==> src/rtl/fb_arb_pkg.sv <==
// Shared defaults and types for the frame-buffer port arbiter and its write FIFO.
package fb_arb_pkg;

    localparam int FB_ADDR_W     = 17;
    localparam int FB_DATA_W     = 12;
    localparam int FB_PIXELS_DEF = 76800;

    typedef enum logic [1:0] {
        IDLE = 2'd0,
        RD   = 2'd1,
        WR   = 2'd2
    } grant_state_e;

    typedef struct packed {
        logic [FB_ADDR_W-1:0] addr;
        logic [FB_DATA_W-1:0] data;
    } wr_entry_t;

endpackage

==> src/rtl/fb_wr_fifo.sv <==
// Synchronous FIFO of buffered capture writes; push is ignored when full, pop when empty.
module fb_wr_fifo
    import fb_arb_pkg::*;
#(
    parameter int DEPTH = 4
) (
    input  logic                   i_clk,
    input  logic                   i_rst,
    input  logic                   i_push,
    input  wr_entry_t              i_entry,
    input  logic                   i_pop,
    output wr_entry_t              o_head,
    output logic                   o_full,
    output logic                   o_empty,
    output logic [$clog2(DEPTH):0] o_level
);

    localparam int PTR_W = $clog2(DEPTH);
    localparam logic [PTR_W:0] FULL_LVL = DEPTH[PTR_W:0];

    wr_entry_t        r_mem [DEPTH];
    logic [PTR_W-1:0] r_wptr;
    logic [PTR_W-1:0] r_rptr;
    logic [PTR_W:0]   r_level;
    logic             w_push;
    logic             w_pop;

    assign o_full  = (r_level == FULL_LVL);
    assign o_empty = (r_level == '0);
    assign o_level = r_level;
    assign o_head  = r_mem[r_rptr];
    assign w_push  = i_push && !o_full;
    assign w_pop   = i_pop && !o_empty;

    always_ff @(posedge i_clk) begin
        if (w_push) begin
            r_mem[r_wptr] <= i_entry;
        end
    end

    always_ff @(posedge i_clk) begin
        if (i_rst) begin
            r_wptr  <= '0;
            r_rptr  <= '0;
            r_level <= '0;
        end else begin
            if (w_push) r_wptr <= r_wptr + PTR_W'(1);
            if (w_pop)  r_rptr <= r_rptr + PTR_W'(1);
            case ({w_push, w_pop})
                2'b10:   r_level <= r_level + (PTR_W+1)'(1);
                2'b01:   r_level <= r_level - (PTR_W+1)'(1);
                default: r_level <= r_level;
            endcase
        end
    end

endmodule

==> src/rtl/fb_port_arbiter.sv <==
// Single-port frame-buffer arbiter: VGA reads have strict priority, capture writes drain from a FIFO.
// Optional saturating drop counter enabled by FB_PORT_ARBITER_DROP_CNT_EN.
module fb_port_arbiter
    import fb_arb_pkg::*;
#(
    parameter int ADDR_W     = FB_ADDR_W,
    parameter int DATA_W     = FB_DATA_W,
    parameter int FB_PIXELS  = FB_PIXELS_DEF,
    parameter int FIFO_DEPTH = 4,
    parameter int MEM_LAT    = 1
) (
    input  logic                        vga_clk25,
    input  logic                        vga_rst,
    input  logic                        rd_req,
    input  logic [ADDR_W-1:0]           rd_addr,
    output logic [DATA_W-1:0]           rd_data,
    output logic                        rd_valid,
    input  logic                        wr_req,
    input  logic [ADDR_W-1:0]           wr_addr,
    input  logic [DATA_W-1:0]           wr_data,
    output logic                        wr_ready,
    output logic                        mem_en,
    output logic                        mem_we,
    output logic [ADDR_W-1:0]           mem_addr,
    output logic [DATA_W-1:0]           mem_wdata,
    input  logic [DATA_W-1:0]           mem_rdata,
    output logic                        ovf,
    output logic                        addr_err,
    output logic [$clog2(FIFO_DEPTH):0] fifo_level,
    output logic [15:0]                 drop_cnt
);

    localparam logic [ADDR_W-1:0] ADDR_LIMIT = ADDR_W'(FB_PIXELS);

    grant_state_e      r_state;
    grant_state_e      w_next;
    logic [ADDR_W-1:0] r_slot_addr;
    logic [DATA_W-1:0] r_slot_data;
    logic              r_slot_oob;
    logic              r_mem_en;
    logic              r_mem_we;
    logic [ADDR_W-1:0] r_mem_addr;
    logic [DATA_W-1:0] r_mem_wdata;
    logic              w_mem_en;
    logic              w_mem_we;
    logic [ADDR_W-1:0] w_mem_addr;
    logic [DATA_W-1:0] w_mem_wdata;
    logic [MEM_LAT:0]  r_vpipe;
    logic [MEM_LAT:0]  r_zpipe;
    logic              r_rd_valid;
    logic [DATA_W-1:0] r_rd_data;
    logic              r_ovf;
    logic              r_addr_err;
    logic              w_rd_oob;
    logic              w_wr_oob;
    logic              w_full;
    logic              w_empty;
    logic              w_push;
    logic              w_pop;
    logic              w_ovf_drop;
    wr_entry_t         w_entry;
    wr_entry_t         w_head;

    assign w_rd_oob   = (rd_addr >= ADDR_LIMIT);
    assign w_wr_oob   = (wr_addr >= ADDR_LIMIT);
    // Full is sampled before this cycle's pop, so a full FIFO drops even while draining.
    assign w_push     = wr_req && !w_wr_oob && !w_full;
    assign w_ovf_drop = wr_req && !w_wr_oob && w_full;
    assign w_pop      = (w_next == WR);
    assign w_entry    = '{addr: wr_addr, data: wr_data};

    fb_wr_fifo #(
        .DEPTH (FIFO_DEPTH)
    ) u_fifo (
        .i_clk   (vga_clk25),
        .i_rst   (vga_rst),
        .i_push  (w_push),
        .i_entry (w_entry),
        .i_pop   (w_pop),
        .o_head  (w_head),
        .o_full  (w_full),
        .o_empty (w_empty),
        .o_level (fifo_level)
    );

    always_ff @(posedge vga_clk25) begin
        if (vga_rst) begin
            r_state <= IDLE;
        end else begin
            r_state <= w_next;
        end
    end

    always_comb begin
        w_next      = IDLE;
        w_mem_en    = 1'b0;
        w_mem_we    = 1'b0;
        w_mem_addr  = r_mem_addr;
        w_mem_wdata = r_mem_wdata;
        if (rd_req) begin
            w_next = RD;
        end else if (!w_empty) begin
            w_next = WR;
        end
        case (r_state)
            RD: begin
                if (!r_slot_oob) begin
                    w_mem_en   = 1'b1;
                    w_mem_addr = r_slot_addr;
                end
            end
            WR: begin
                w_mem_en    = 1'b1;
                w_mem_we    = 1'b1;
                w_mem_addr  = r_slot_addr;
                w_mem_wdata = r_slot_data;
            end
            default: ;
        endcase
    end

    // The slot registers hold the granted request for one cycle before it reaches the RAM pins.
    always_ff @(posedge vga_clk25) begin
        if (vga_rst) begin
            r_slot_addr <= '0;
            r_slot_data <= '0;
            r_slot_oob  <= 1'b0;
            r_mem_en    <= 1'b0;
            r_mem_we    <= 1'b0;
            r_mem_addr  <= '0;
            r_mem_wdata <= '0;
            r_vpipe     <= '0;
            r_zpipe     <= '0;
            r_rd_valid  <= 1'b0;
            r_rd_data   <= '0;
            r_ovf       <= 1'b0;
            r_addr_err  <= 1'b0;
        end else begin
            r_slot_addr <= (w_next == RD) ? rd_addr : w_head.addr;
            r_slot_data <= w_head.data;
            r_slot_oob  <= (w_next == RD) && w_rd_oob;
            r_mem_en    <= w_mem_en;
            r_mem_we    <= w_mem_we;
            r_mem_addr  <= w_mem_addr;
            r_mem_wdata <= w_mem_wdata;
            r_vpipe     <= {r_vpipe[MEM_LAT-1:0], (r_state == RD)};
            r_zpipe     <= {r_zpipe[MEM_LAT-1:0], r_slot_oob};
            r_rd_valid  <= r_vpipe[MEM_LAT];
            if (r_vpipe[MEM_LAT]) begin
                r_rd_data <= r_zpipe[MEM_LAT] ? '0 : mem_rdata;
            end
            if (w_ovf_drop) r_ovf <= 1'b1;
            if ((rd_req && w_rd_oob) || (wr_req && w_wr_oob)) r_addr_err <= 1'b1;
        end
    end

    assign mem_en    = r_mem_en;
    assign mem_we    = r_mem_we;
    assign mem_addr  = r_mem_addr;
    assign mem_wdata = r_mem_wdata;
    assign rd_valid  = r_rd_valid;
    assign rd_data   = r_rd_data;
    assign ovf       = r_ovf;
    assign addr_err  = r_addr_err;
    assign wr_ready  = !w_full;

`ifdef FB_PORT_ARBITER_DROP_CNT_EN
    logic [15:0] r_drop_cnt;

    always_ff @(posedge vga_clk25) begin
        if (vga_rst) begin
            r_drop_cnt <= '0;
        end else if ((w_ovf_drop || (wr_req && w_wr_oob)) && (r_drop_cnt != 16'hFFFF)) begin
            r_drop_cnt <= r_drop_cnt + 16'd1;
        end
    end

    assign drop_cnt = r_drop_cnt;
`else
    assign drop_cnt = 16'd0;
`endif

endmodule

==> config.mk <==
export PLATFORM = sky130hd
export DESIGN_NAME = fb_port_arbiter
export DESIGN_NICKNAME = d
export VERILOG_FILES = /design/src/rtl/fb_arb_pkg.sv /design/src/rtl/fb_wr_fifo.sv /design/src/rtl/fb_port_arbiter.sv
export SDC_FILE = /design/constraint.sdc
export NUM_CORES = 1
export LEC_CHECK = 0
export ABC_AREA = 1
export CAP_MARGIN = 10
export CORE_MARGIN = 2
export CORE_UTILIZATION = 48
export DETAILED_ROUTE_END_ITERATION = 6
export PLACE_DENSITY = 0.84
export SYNTH_ARGS = -nofsm -noshare
export SYNTH_HDL_FRONTEND = slang
export SYNTH_SLANG_ARGS = --single-unit
==> constraint.sdc <==
create_clock -name vga_clk25 -period 2.82 [get_ports vga_clk25]
set_clock_uncertainty 0.2 [all_clocks]
set_input_delay 0.564 -clock vga_clk25 [delete_from_list [all_inputs] [get_ports vga_clk25]]
set_output_delay 0.564 -clock vga_clk25 [all_outputs]
set_load 0.02 [all_outputs]
* After elaboration in Yosys (flattened, before gate mapping) *
Memory sizes are Yosys's and may differ from the RTL's. A register that Yosys moved wholly into a read port is not among the register bits.
Cells that the tools add are included.

word-level totals
  flip-flop bits (word level) = 89
  RAM bits = 116
  word-level logic and storage cells = 62
  memories = 1

operators by class
  $add $sub $neg = 4
  order comparisons = 2
  equality and inequality tests = 8
  muxes and demuxes = 14
  reductions and logical operators = 16

memory list
  memory        depth  width  rd ports  clocked after memory_dff  write ports  RTL line          text
  u_fifo.r_mem  4      29     1         1                         1            fb_wr_fifo.sv:21  wr_entry_t r_mem [DEPTH];

operators with widths
  operator                                                                number
  17-bit >= comparator (second input constant)                            2
  17-bit two-way mux                                                      2
  17-bit one-hot mux with 2 select lines                                  1
  12-bit two-way mux                                                      1
  1-bit logical AND                                                       8
  2-bit two-way mux                                                       4
  2-bit by 1-bit equality test with 1-bit output (second input constant)  3
  2-bit equality test (second input constant)                             3
  3-bit one-hot mux with 2 select lines                                   1
  2-bit by 1-bit adder with 2-bit output (second input constant)          2
  1-bit two-way mux                                                       4
  2-bit nonzero test                                                      2
  3-bit by 1-bit adder with 3-bit output (second input constant)          1
  3-bit equality test (second input constant)                             1
  1-bit zero test                                                         3
  3-bit zero test                                                         1
  3-bit by 1-bit subtractor with 3-bit output (second input constant)     1
  2-bit inequality test (second input constant)                           1
  1-bit one-hot mux with 2 select lines                                   1
  2-bit AND reduction                                                     1
  1-bit logical OR                                                        1

* Longest topological paths before layout *
  depth after elaboration = 7
  gate-level depth with buffers = 11

* Hierarchy *
From an unflattened synthesis, not the netlist that was laid out.

unflattened totals
  cell total of the unflattened synthesis = 721
  area, all modules = 8096.5 um2

by module, submodules not included
  module           times used  cells each  area each (um2)  sequential area each (um2)
  fb_wr_fifo       1           351         5099.9           3663.5
  fb_port_arbiter  1           370         2996.6           1641.6

* Worst setup path after synthesis *
OpenSTA, ideal clock, no wires.

  path type = register to register
  start point = register u_fifo.r_level[1], in the netlist u_fifo.o_level[1]
  end point = memory u_fifo.r_mem[0][0] (netlist name), enable pin
  library setup time = 0.415 ns
  data arrival time = 2.348 ns
  required time = 2.205 ns
  setup slack = -0.143 ns
  stages on the path, launching flop included = 5
  buffers on the path = 0
  clock period less this slack = 2.963 ns
  path through = dfxtp_1 inv_1 nand3_1 nand4_2 nor2_1

between the ends
  word-level cells in the longest chain between the ends = 6

ends and longest elaborated chain
  item                                         RTL line               text
  start: declaration                           fb_wr_fifo.sv:24       logic [PTR_W:0] r_level;
  start signal: assignment                     fb_wr_fifo.sv:50       2'b10: r_level <= r_level + (PTR_W+1)'(1);
  start signal: assignment                     fb_wr_fifo.sv:51       2'b01: r_level <= r_level - (PTR_W+1)'(1);
  start signal: assignment                     fb_wr_fifo.sv:52       default: r_level <= r_level;
  3-bit equality test (*)                      fb_wr_fifo.sv:28       assign o_full = (r_level == FULL_LVL);
  1-bit zero test (*)                          --
  named net wr_ready                           fb_port_arbiter.sv:21  output logic wr_ready,
  1-bit logical AND                            fb_port_arbiter.sv:67  assign w_push = wr_req && !w_wr_oob && !w_full;
  1-bit logical AND (*)                        fb_wr_fifo.sv:32       assign w_push = i_push && !o_full;
  1-bit two-way mux (*)                        fb_wr_fifo.sv:36       if (w_push) begin
  1-bit two-way mux (not written as such) (*)  fb_wr_fifo.sv:37       r_mem[r_wptr] <= i_entry;
  end: declaration                             fb_wr_fifo.sv:21

The timed path passes the listed nets; every way through them passes the cells marked *.

* Worst setup path after layout *
  start point = register u_fifo.r_level[1], in the netlist u_fifo.o_level[1]
  end point = output port wr_ready

between the ends
  word-level cells in the longest chain between the ends = 2

ends and longest elaborated chain
  item                 RTL line                text
  3-bit equality test  fb_wr_fifo.sv:28
  1-bit zero test      fb_port_arbiter.sv:165  assign wr_ready = !w_full;
  end: declaration     fb_port_arbiter.sv:21

No other way between the ends.

==> impl_results.md <==
* Status: finished clean
* CP required at about 2.1 ns
* Final hold vios at 0
* Diode count at 0
* H-tree depth at 1
* Maxcap violations at 0
* Fin crit period at 2.580 ns
* Startpoint class of the critical path: register
* Overall global routing resource usage at 18.89%
* Synthesized area per cell at roughly 11 um2
* Synth top area share at 45.53%
* Area of the multi-input gates at between 1500 and 2000 um2
* Layout cells sized above 1 at 7.143%
* Vias in the first global route at 5,120
* Ports at between 100 and 150
* Cell Pwr Density at 818.0 nW/um2
* Total Wirelength at about 16,000 um
* Post-Synthesis Cells at ~720
* Lkg Pwr at ~3.7 nW
* Worst EP arrival at 1.82 ns
* VDD IR max at between 400 and 500 uV
* Largest area contributor in the synthesized netlist: edfxtp_1
* Finished Cell Area at about 9700 um2
* Initial antenna violation count at 0
* Drt wl/cell at 15.36 um
* CTS sink count at between 200 and 250
* Area grow syn2layout at 26.19%
* Register bit count reported by yosys at around 210
* Area contributors post-synth: edfxtp_1 (46%), dfxtp_1 (24%), nor2_1 (9.1%), o21ai_0 (4.4%), o21ai_1 (2.6%)
* Port Buffer Count at between 100 and 150
* Cell Chain, Critical Path: inv_1 -> nand3_1 -> clkdlybuf4s50_1
* Commonest cells after routing, fill and taps aside: nor2_1 (182), edfxtp_1 (116), clkdlybuf4s50_1 (110)
* Total CTS buffers at 20
* Post-cts repair resize count at 0
* Post-CTS Setup Repair Bufs at 0
* Worst-Margin Slew at 0.8185 ns
* Delay-heaviest family, CP: buffers and inverters
* Rows at between 40 and 50
* RD Place Congestion at about 0.8
* Max Slew Vio Count at 0
* Via count at roughly 5,300
* Die Wd at around 130 um
* Final setup violation count at 0
* Routed Antenna Nets at 0
* Worst-Skew Late Latency at 0.47 ns
* Core area at 15,710 um2
* Setup crit end kind: primary output
* Hold buffers post-CTS at 0
* Setup WS pre-CTS at -0.08750 ns
* Starting density of the core at 48.69%
* Drt first pass iters at 4
* CP max FO at 3
* Chip height at ~130 um
* Syn Std Cell Area at approximately 7600 um2
* Synth warn at 0
* Hpwl dp at around 10,000 um
* CTS tree: yes
* Remaining global-route overflow at 0
* Nets at 910
* Die area at 16,960 um2
* Netlist cell types at 22
* Cell Area, Placed at between 9000 and 10,000 um2
* DR iter-0 viols at between 400 and 500
* Clock Tree Root: clkbuf_16
* Worst Path Buf+Inv at 2
* First-pass GRT wire length at approximately 25,000 um
* Clock Pin Slew Worst Setup and Hold Paths at roughly 0.060 ns
* Largest net degree at the start of global routing at 59
* Residual DRC at 0
* Commonest non-fill, non-tap cell in the layout: nor2_1
* Max Fclk at 0.3876 GHz
* Critical path type: reg -> out
* CP peak stage delay at approximately 0.66 ns
* Tcrit/Tclk final at about nine tenths
* Register area at 5305 um2
* CP max stage cell: clkdlybuf4s50_1
* Worst Setup Slack, final at about 0.24 ns
* Clock Tree Buf Depth at 3
* Vias per cell at 4.992
* Slew HR at 45.23%
* RSZ-0062 raised after global routing: false
* Filler instances at 1,191
* Sequential fraction of the synthesis area at between 60% and 70%
* Hold Path Class: reg -> reg
==> final cells by class <==
cell class | instances | share of cell area (%)
Timing Repair Buffer | 134 | 13.51
Sequential cell | 207 | 54.96
Inverter | 52 | 2.022
Clock inverter | 4 | 0.5574
Clock buffer | 32 | 6.131
Multi-Input combinational cell | 425 | 20.03
Tap cell | 216 | 2.800
==> state kept, by name, summed over array words and instances, names as in the netlist, 2 cells and up, named ones only <==
register and count:
u_fifo.r_rptr 2, u_fifo.r_wptr 2, r_slot_addr 17, u_fifo.r_mem 116, rd_data 12, mem_addr 17
mem_wdata 12, r_state 2, r_slot_data 12, r_zpipe 2, r_vpipe 2, u_fifo.o_level 3
==> report_power, final <==
group / total (W) / internal, W / leakage [nW] / switching, W
logic: 0.00169 / 0.000615 / 1.59 / 0.00107
registers: 0.00363 / 0.00351 / 1.80 / 0.000120
clock network: 0.00258 / 0.00154 / 0.309 / 0.00105
total: 0.00790 / 0.00566 / 3.70 / 0.00224
==> Yosys cell counts <==
cell type	instances
xor2_1	1
buf_4	19
nor2_1	186
nand4_1	1
inv_2	3
fa_1	1
nand2_1	45
a31oi_1	1
a211oi_1	1
ha_1	7
a21oi_1	35
edfxtp_1	116
o22ai_1	17
o21ai_1	40
nand3_1	5
dfxtp_1	91
o21ai_0	68
inv_1	49
nand4_2	1
buf_2	13
clkbuf_1	20
conb_1	1
==> metal layers <==
layer	GRT usage, %	share of wire, %
met1	24.33	41
met2	31.94	49
met3	3.403	6.5
met4	7.400	2.9
met5	0	0
==> final timing paths <==
path	startpoint	endpoint	slack, ns	depth (start not counted)
worst max-delay path	u_fifo.o_level[1]	wr_ready	0.24	3
worst min-delay path	r_vpipe[0]	r_vpipe[1]	0.20	2
worst max register to register	u_fifo.o_level[0]	u_fifo.o_level[2]	0.48	10
worst min register to register	r_vpipe[0]	r_vpipe[1]	0.20	2
==> worst reg2reg max path, delay by kind of cell, from the launching register on <==
family,cells,cell delay (ns)
adders and majority gates,2,0.55
DFF,1,0.31
and+or+nand+nor,2,0.47
AOI/OAI and AO/OA,4,0.50
buffers and inverters,2,0.21
==> cell families (layout without fill, tap and decap cells) <==
group / after synthesis / in the layout / share of synthesized area [%]
flip-flops: 207 / 207 / 69.35
AO/OA/AOI/OAI: 162 / 162 / 10.93
adder cells (fa/ha/maj): 8 / 8 / 1.407
other: 1 / 16 / 0.04902
XOR/XNOR: 1 / 1 / 0.1145
buffers and inverters: 104 / 222 / 6.248
AND/OR/NAND/NOR: 238 / 238 / 11.91
==> stage by stage <==
stage                     setup TNS [ns]  utilization (%)  std cells  hold slack (ns)  total power [W]
final                                  0            61.43       1070           0.1994         0.007896
after global routing                   0            61.43       1070           0.2357         0.008244
after CTS                              0            61.43       1070           0.2006         0.007938
after detailed placement        -0.08750            57.33       1034           0.1921         0.005340
after global placement                 0            57.33       1034           0.1911         0.005277
after floorplan                   -16.58                -        736           0.1883         0.004720
Power figures use the tool's default switching activity.
==> edit 1 (same flow settings) <==
Encoding of `grant_state_e`: now one-hot (3 bits for 3 states).
--- a/src/rtl/fb_arb_pkg.sv
+++ b/src/rtl/fb_arb_pkg.sv
@@ -5,10 +5,10 @@
     localparam int FB_DATA_W     = 12;
     localparam int FB_PIXELS_DEF = 76800;
 
-    typedef enum logic [1:0] {
-        IDLE = 2'd0,
-        RD   = 2'd1,
-        WR   = 2'd2
+    typedef enum logic [2:0] {
+        IDLE = 3'b001,
+        RD   = 3'b010,
+        WR   = 3'b100
     } grant_state_e;
 
     typedef struct packed {
Function: no difference found for any inputs over 10 cycles, from zero or initial values and one cycle with vga_rst high; not proved beyond that.
==> edit 1 against the original RTL <==
Sequential cell count increased by 1. Non-clock buffer count down 2. Worst setup slack got worse by 0.030 ns. Design area increased by 0.49%. Cell count unchanged. Synthesized cell count increased by 0.14%. Fmax is 1.1% lower. Power is 0.94% lower. Combinational power decreased by 8%. Area after synthesis up 0.29%. Routed wire length rose by 3.4%. Core utilization increased by 0.077 points. Die area up 0.29%.
==> edit 1: results (changes against the original RTL) <==
| Metric | Value |
|---|---|
| Largest net degree at the start of global routing | `59 (unchanged)` |
| Vias in the first global route | `5108 (-0.23%)` |
| Switching power share of the total | `28.02% (-0.35 points)` |
| Wire length per cell | `15.88 um (+3.4%)` |
| RD Place Congestion | `0.8318 (+2.8%)` |
| Drt first-iter violations | `569 (+21%)` |
| Gr usage total | `19.41% (+0.51 points)` |
| Largest reg by FF count | `u_fifo.r_mem` |
| Outcome | `completed` |
| First-pass GRT wire length | `25800 um (+2.8%)` |
| Peak supply drop | `0.0004509 V (+6.0%)` |
| Hold Path Class | `flip-flop to flip-flop` |
| Rel. slew slack | `46.40% (+1.2 points)` |
| Pre-antenna DRT Iters | `7 (+3)` |
| Vias | `5487 (+2.7%)` |
| Worst R2R Setup Slack | `0.33 ns (-0.15 ns)` |
| Syn Area/Cell | `10.63 sq um (+0.16%)` |
| Seq/Total Area, Yosys | `69.41% (about the same)` |
| Metal-1 WL | `6834 um (+0.47%)` |
| Hold Slack | `0.2077 ns (+0.008305 ns)` |
| Leak | `3.659 nW (-1.1%)` |
| Met3 wire length | `1352 um (+26%)` |
| Antenna diodes | `0 (unchanged)` |
| Worst-Skew Late Latency | `0.49 ns (+0.02 ns)` |
| Top cells by area, synth | `edfxtp_1 45%, dfxtp_1 24%, nor2_1 9.6%` |
| Met2 wire len | `8312 um (+2.9%)` |
| Number of max-cap violations | `0 (unchanged)` |
| # H-tree levels | `1 (unchanged)` |
| Fin crit period | `2.610 ns (+0.02980 ns)` |
| Setup CP Type | `input pin to flip-flop` |
| Worst r2r path cells | `10 (unchanged)` |
| CTS resizes | `0 (unchanged)` |
| Area after DPL | `9041 sq um (+0.38%)` |
| Nets@finish | `908 (-0.22%)` |
| Worst slack at placement | `-0.1502 ns (-0.06266 ns)` |
| Max incr delay on CP | `0.50 ns (-0.16 ns)` |
| Yosys cell types | `26 (+18%)` |
| Post-synth top cells | `196 x nor2_1, 116 x edfxtp_1, 92 x dfxtp_1` |
| DP HPWL | `10460 um (+2.8%)` |
==> edit 1: per-layer routing <==
layer	vias to the layer above	global-route usage, %
li1	2619	-
met3	44	3.990
met5	-	0
met1	2571	24.11
met4	0	6.571
met2	253	34.09
==> edit 1: final timing paths <==
check	start	to
max	wr_addr[16]	u_fifo.o_level[2]$_SDFFE_PP0P_
min	r_zpipe[0]$_SDFF_PP0_	r_zpipe[1]$_SDFF_PP0_
max reg2reg	u_fifo.o_level[0]$_SDFFE_PP0P_	u_fifo.o_level[2]$_SDFFE_PP0P_
min reg2reg	r_zpipe[0]$_SDFF_PP0_	r_zpipe[1]$_SDFF_PP0_
==> edit 1: worst max-delay path, delay by kind of cell <==
family / cells / cell delay (ns)
buffers and inverters: 3 / 0.63
and+or+nand+nor: 3 / 0.38
adders and majority gates: 2 / 0.58
AOI/OAI and AO/OA: 4 / 0.63
==> edit 1: power by group through the flow <==
stage | Sequential, mW | Clock [mW] | Combinational, mW
floorplan | 3.75 | 0 | 0.873
global placement | 3.65 | 0 | 1.48
detailed placement | 3.66 | 0 | 1.52
CTS | 3.60 | 2.69 | 1.56
global route | 3.62 | 2.81 | 1.72
finish | 3.60 | 2.66 | 1.56
==> edit 1: logic make-up (layout without fill, tap and decap cells) <==
family	after synthesis	in the layout	synth area share (%)
other	1	16	0.04888
buffers and inverters	102	219	6.164
adder cells (fa/ha/maj)	6	6	1.076
AND/OR/NAND/NOR	241	241	12.10
AO/OA/AOI/OAI	164	164	11.20
flip-flops	208	208	69.41
==> edit 1: final cells by class <==
class	instances	area (sq um)
clock inverter	8	97.59
fill	1190	6070
timing repair buffer	132	1314
clock buffer	28	561.8
tap	216	270.3
sequential	208	5325
multi-input combinational	427	1941
inverter	51	191.4
==> edit 2 (same flow settings) <==
Without the edit above. `FIFO_DEPTH`: 4 -> 8.
--- a/src/rtl/fb_port_arbiter.sv
+++ b/src/rtl/fb_port_arbiter.sv
@@ -6,7 +6,7 @@
     parameter int ADDR_W     = FB_ADDR_W,
     parameter int DATA_W     = FB_DATA_W,
     parameter int FB_PIXELS  = FB_PIXELS_DEF,
-    parameter int FIFO_DEPTH = 4,
+    parameter int FIFO_DEPTH = 8,
     parameter int MEM_LAT    = 1
 ) (
     input  logic                        vga_clk25,
Ports: changed (resized fifo_level); port bits go from 128 to 129. The function was not compared with the original's and may differ.
==> edit 2 against the original RTL <==
The run now ends with DRC left. First-iteration DRC count increased by 130%. Power increased by 56%. Largest cell class unchanged. Sequential cell count increased by 120. Largest power group unchanged. Design area increased by 56%. Worst setup slack improved by 0.044 ns. Via count increased by 63%. Sequential share of layout area increased by 3.8 points. Routed wire length increased by 76%. Area after synthesis increased by 64%. Core utilization decreased by 3.0 points. Non-clock buffer count increased by 25.
==> edit 2: results (changes against the original RTL) <==
| Metric | Value |
|---|---|
| Outcome | `complete, but fails checks` |
| Violated checks | `DRC` |
| Crit path from | `wr_addr[14]` |
| Pre-antenna DRT Iters | `7 (+3)` |
| First-pass GRT wire length | `43820 um (+75%)` |
| Power Internal | `8.707 mW (+54%)` |
| DR vias/cell | `5.549 (+11%)` |
| Vias in the first global route | `8494 (+66%)` |
| XOR/XNOR Fraction of Synth Area | `0.2800% (+0.17 points)` |
| Largest net degree at the start of global routing | `136 (+130%)` |
| Fraction of the mapped netlist area in compound gates | `10.97% (+0.044 points)` |
| Seq/Total Area, Yosys | `70.88% (+1.5 points)` |
| Worst-Skew Late Latency | `0.55 ns (+0.08 ns)` |
| Gr usage total | `20.66% (+1.8 points)` |
| Worst R2R Setup Slack | `0.41 ns (-0.07 ns)` |
| DP HPWL | `17850 um (+75%)` |
| Filler instances | `1952 (+64%)` |
| Yosys cell types | `31 (+41%)` |
| Peak supply drop | `0.0006228 V (+46%)` |
| RD Place Congestion | `0.8679 (+7.2%)` |
| Max reg flops | `232 (+100%)` |
| Total Wirelength | `28920 um (+76%)` |
| Port Buffers | `112 (+0.90%)` |
| Crit Path Max Fanout | `20 (+17)` |
| Post-synth EDFFs | `232 (+100%)` |
| Nets@finish | `1280 (+41%)` |
| Largest reg by FF count | `u_fifo.r_mem` |
| TritonCTS buffer count | `30 (+50%)` |
| Vias | `8717 (+63%)` |
| Top cells by area, synth | `edfxtp_1 56%, dfxtp_1 15%, nor2_1 7.1%` |
| Area after DPL | `14110 sq um (+57%)` |
| Worst R2R End | `u_fifo.o_level[2]$_SDFFE_PP0P_` |
| Worst-path clk slew | `0.06 ns (about the same)` |
| WHS Endpoint | `r_vpipe[1]$_SDFF_PP0_` |
| Post-synth ARST share | `0% (unchanged)` |
| Drt first-iter violations | `1090 (+130%)` |
| Worst r2r path cells | `11 (+1)` |
| Bufs on Longest Clock Path | `3 (unchanged)` |
| Inst Count DP | `1514 (+46%)` |
| Rel. slew slack | `50.13% (+4.9 points)` |
| Post-synthesis cell count | `1080 (+50%)` |
| Leak | `5.431 nW (+47%)` |
| Worst slack at placement | `-0.1383 ns (-0.05078 ns)` |
| Adder-cell share of the synthesized area | `0.7000% (-0.71 points)` |
| Yosys warns | `0 (unchanged)` |
| Final hold vios | `0 (unchanged)` |
| Met3 wire length | `2692 um (+150%)` |
| Arr. time, crit path | `2.58 ns (+0.76 ns)` |
| Share of cells above drive strength 1 | `9.150% (+2.0 points)` |
| DRC violations left | `1 (+1)` |
| Met2 wire len | `14100 um (+75%)` |
| Metal-1 WL | `11420 um (+68%)` |
| Post-synth top cells | `236 x nor2_1, 232 x edfxtp_1, 123 x o21ai_0` |
==> edit 2: cell type report <==
class                           count  area [sq um]  area share [%]
Clock buffer                       37         798.3           5.288
Sequential cell                   327          8874           58.78
Antenna cell                        1         2.502         0.01658
Timing Repair Buffer              159          1577           10.44
Multi-Input combinational cell    643          3054           20.23
Clock inverter                     19         181.4           1.202
Inverter                           50         190.2           1.260
Tap cell                          335         419.2           2.777
==> edit 2: worst max path at each step <==
stage,endpoint,slack [ns]
2_1_floorplan,u_fifo.r_mem[1][0]$_DFFE_PP_,-0.27
5_1_grt,u_fifo.o_level[2]$_SDFFE_PP0P_,0.25
6_report,u_fifo.r_mem[7][11]$_DFFE_PP_,0.28
3_5_place_dp,u_fifo.o_level[2]$_SDFFE_PP0P_,-0.14
3_3_place_gp,u_fifo.r_mem[7][23]$_DFFE_PP_,-0.06
4_1_cts,wr_ready,0.02
==> edit 2: routing by layer <==
metal  vias up  global-route usage, %
li1       3992                      -
met1      4162                  27.05
met2       505                  35.02
met3        58                  3.646
met4         0                  6.897
met5         -                      0
==> edit 2: cells by family after synthesis <==
kind of cell	after synthesis
adder cells (fa/ha/maj)	7
flip-flops	327
AND/OR/NAND/NOR	378
AO/OA/AOI/OAI	238
other	1
buffers and inverters	125
XOR/XNOR	4
==> edit 2: through the flow <==
stage,hold slack [ns],power (mW)
2_1_floorplan,0.1883,7.550
3_3_place_gp,0.1903,8.258
3_5_place_dp,0.1991,8.374
4_1_cts,0.2082,12.35
5_1_grt,0.2351,12.83
6_report,0.2053,12.33
==> edit 2: worst max-delay path, stage by stage <==
cell             delay, ns
clkdlybuf4s50_1       0.57
o21ai_0               0.28
buf_4                 0.16
nand4_4               0.12
buf_4                 0.18
nor2_1                0.14
inv_2                 0.10
nor2_2                0.22
buf_12                0.23
==> edit 2: power by group through the flow <==
stage / registers [mW] / logic (mW) / clock network [mW]
3_3_place_gp: 5.72 / 2.53 / 0
3_5_place_dp: 5.74 / 2.64 / 0
5_1_grt: 5.67 / 2.94 / 4.22
4_1_cts: 5.64 / 2.68 / 4.04
6_report: 5.64 / 2.70 / 3.99
2_1_floorplan: 5.83 / 1.72 / 0
==> edit 2: what timing repair did <==
item,4_1_cts,5_1_grt
endpoints found under the setup margin,0,1
endpoints found under the hold margin,0,0
gates resized for setup,0,1
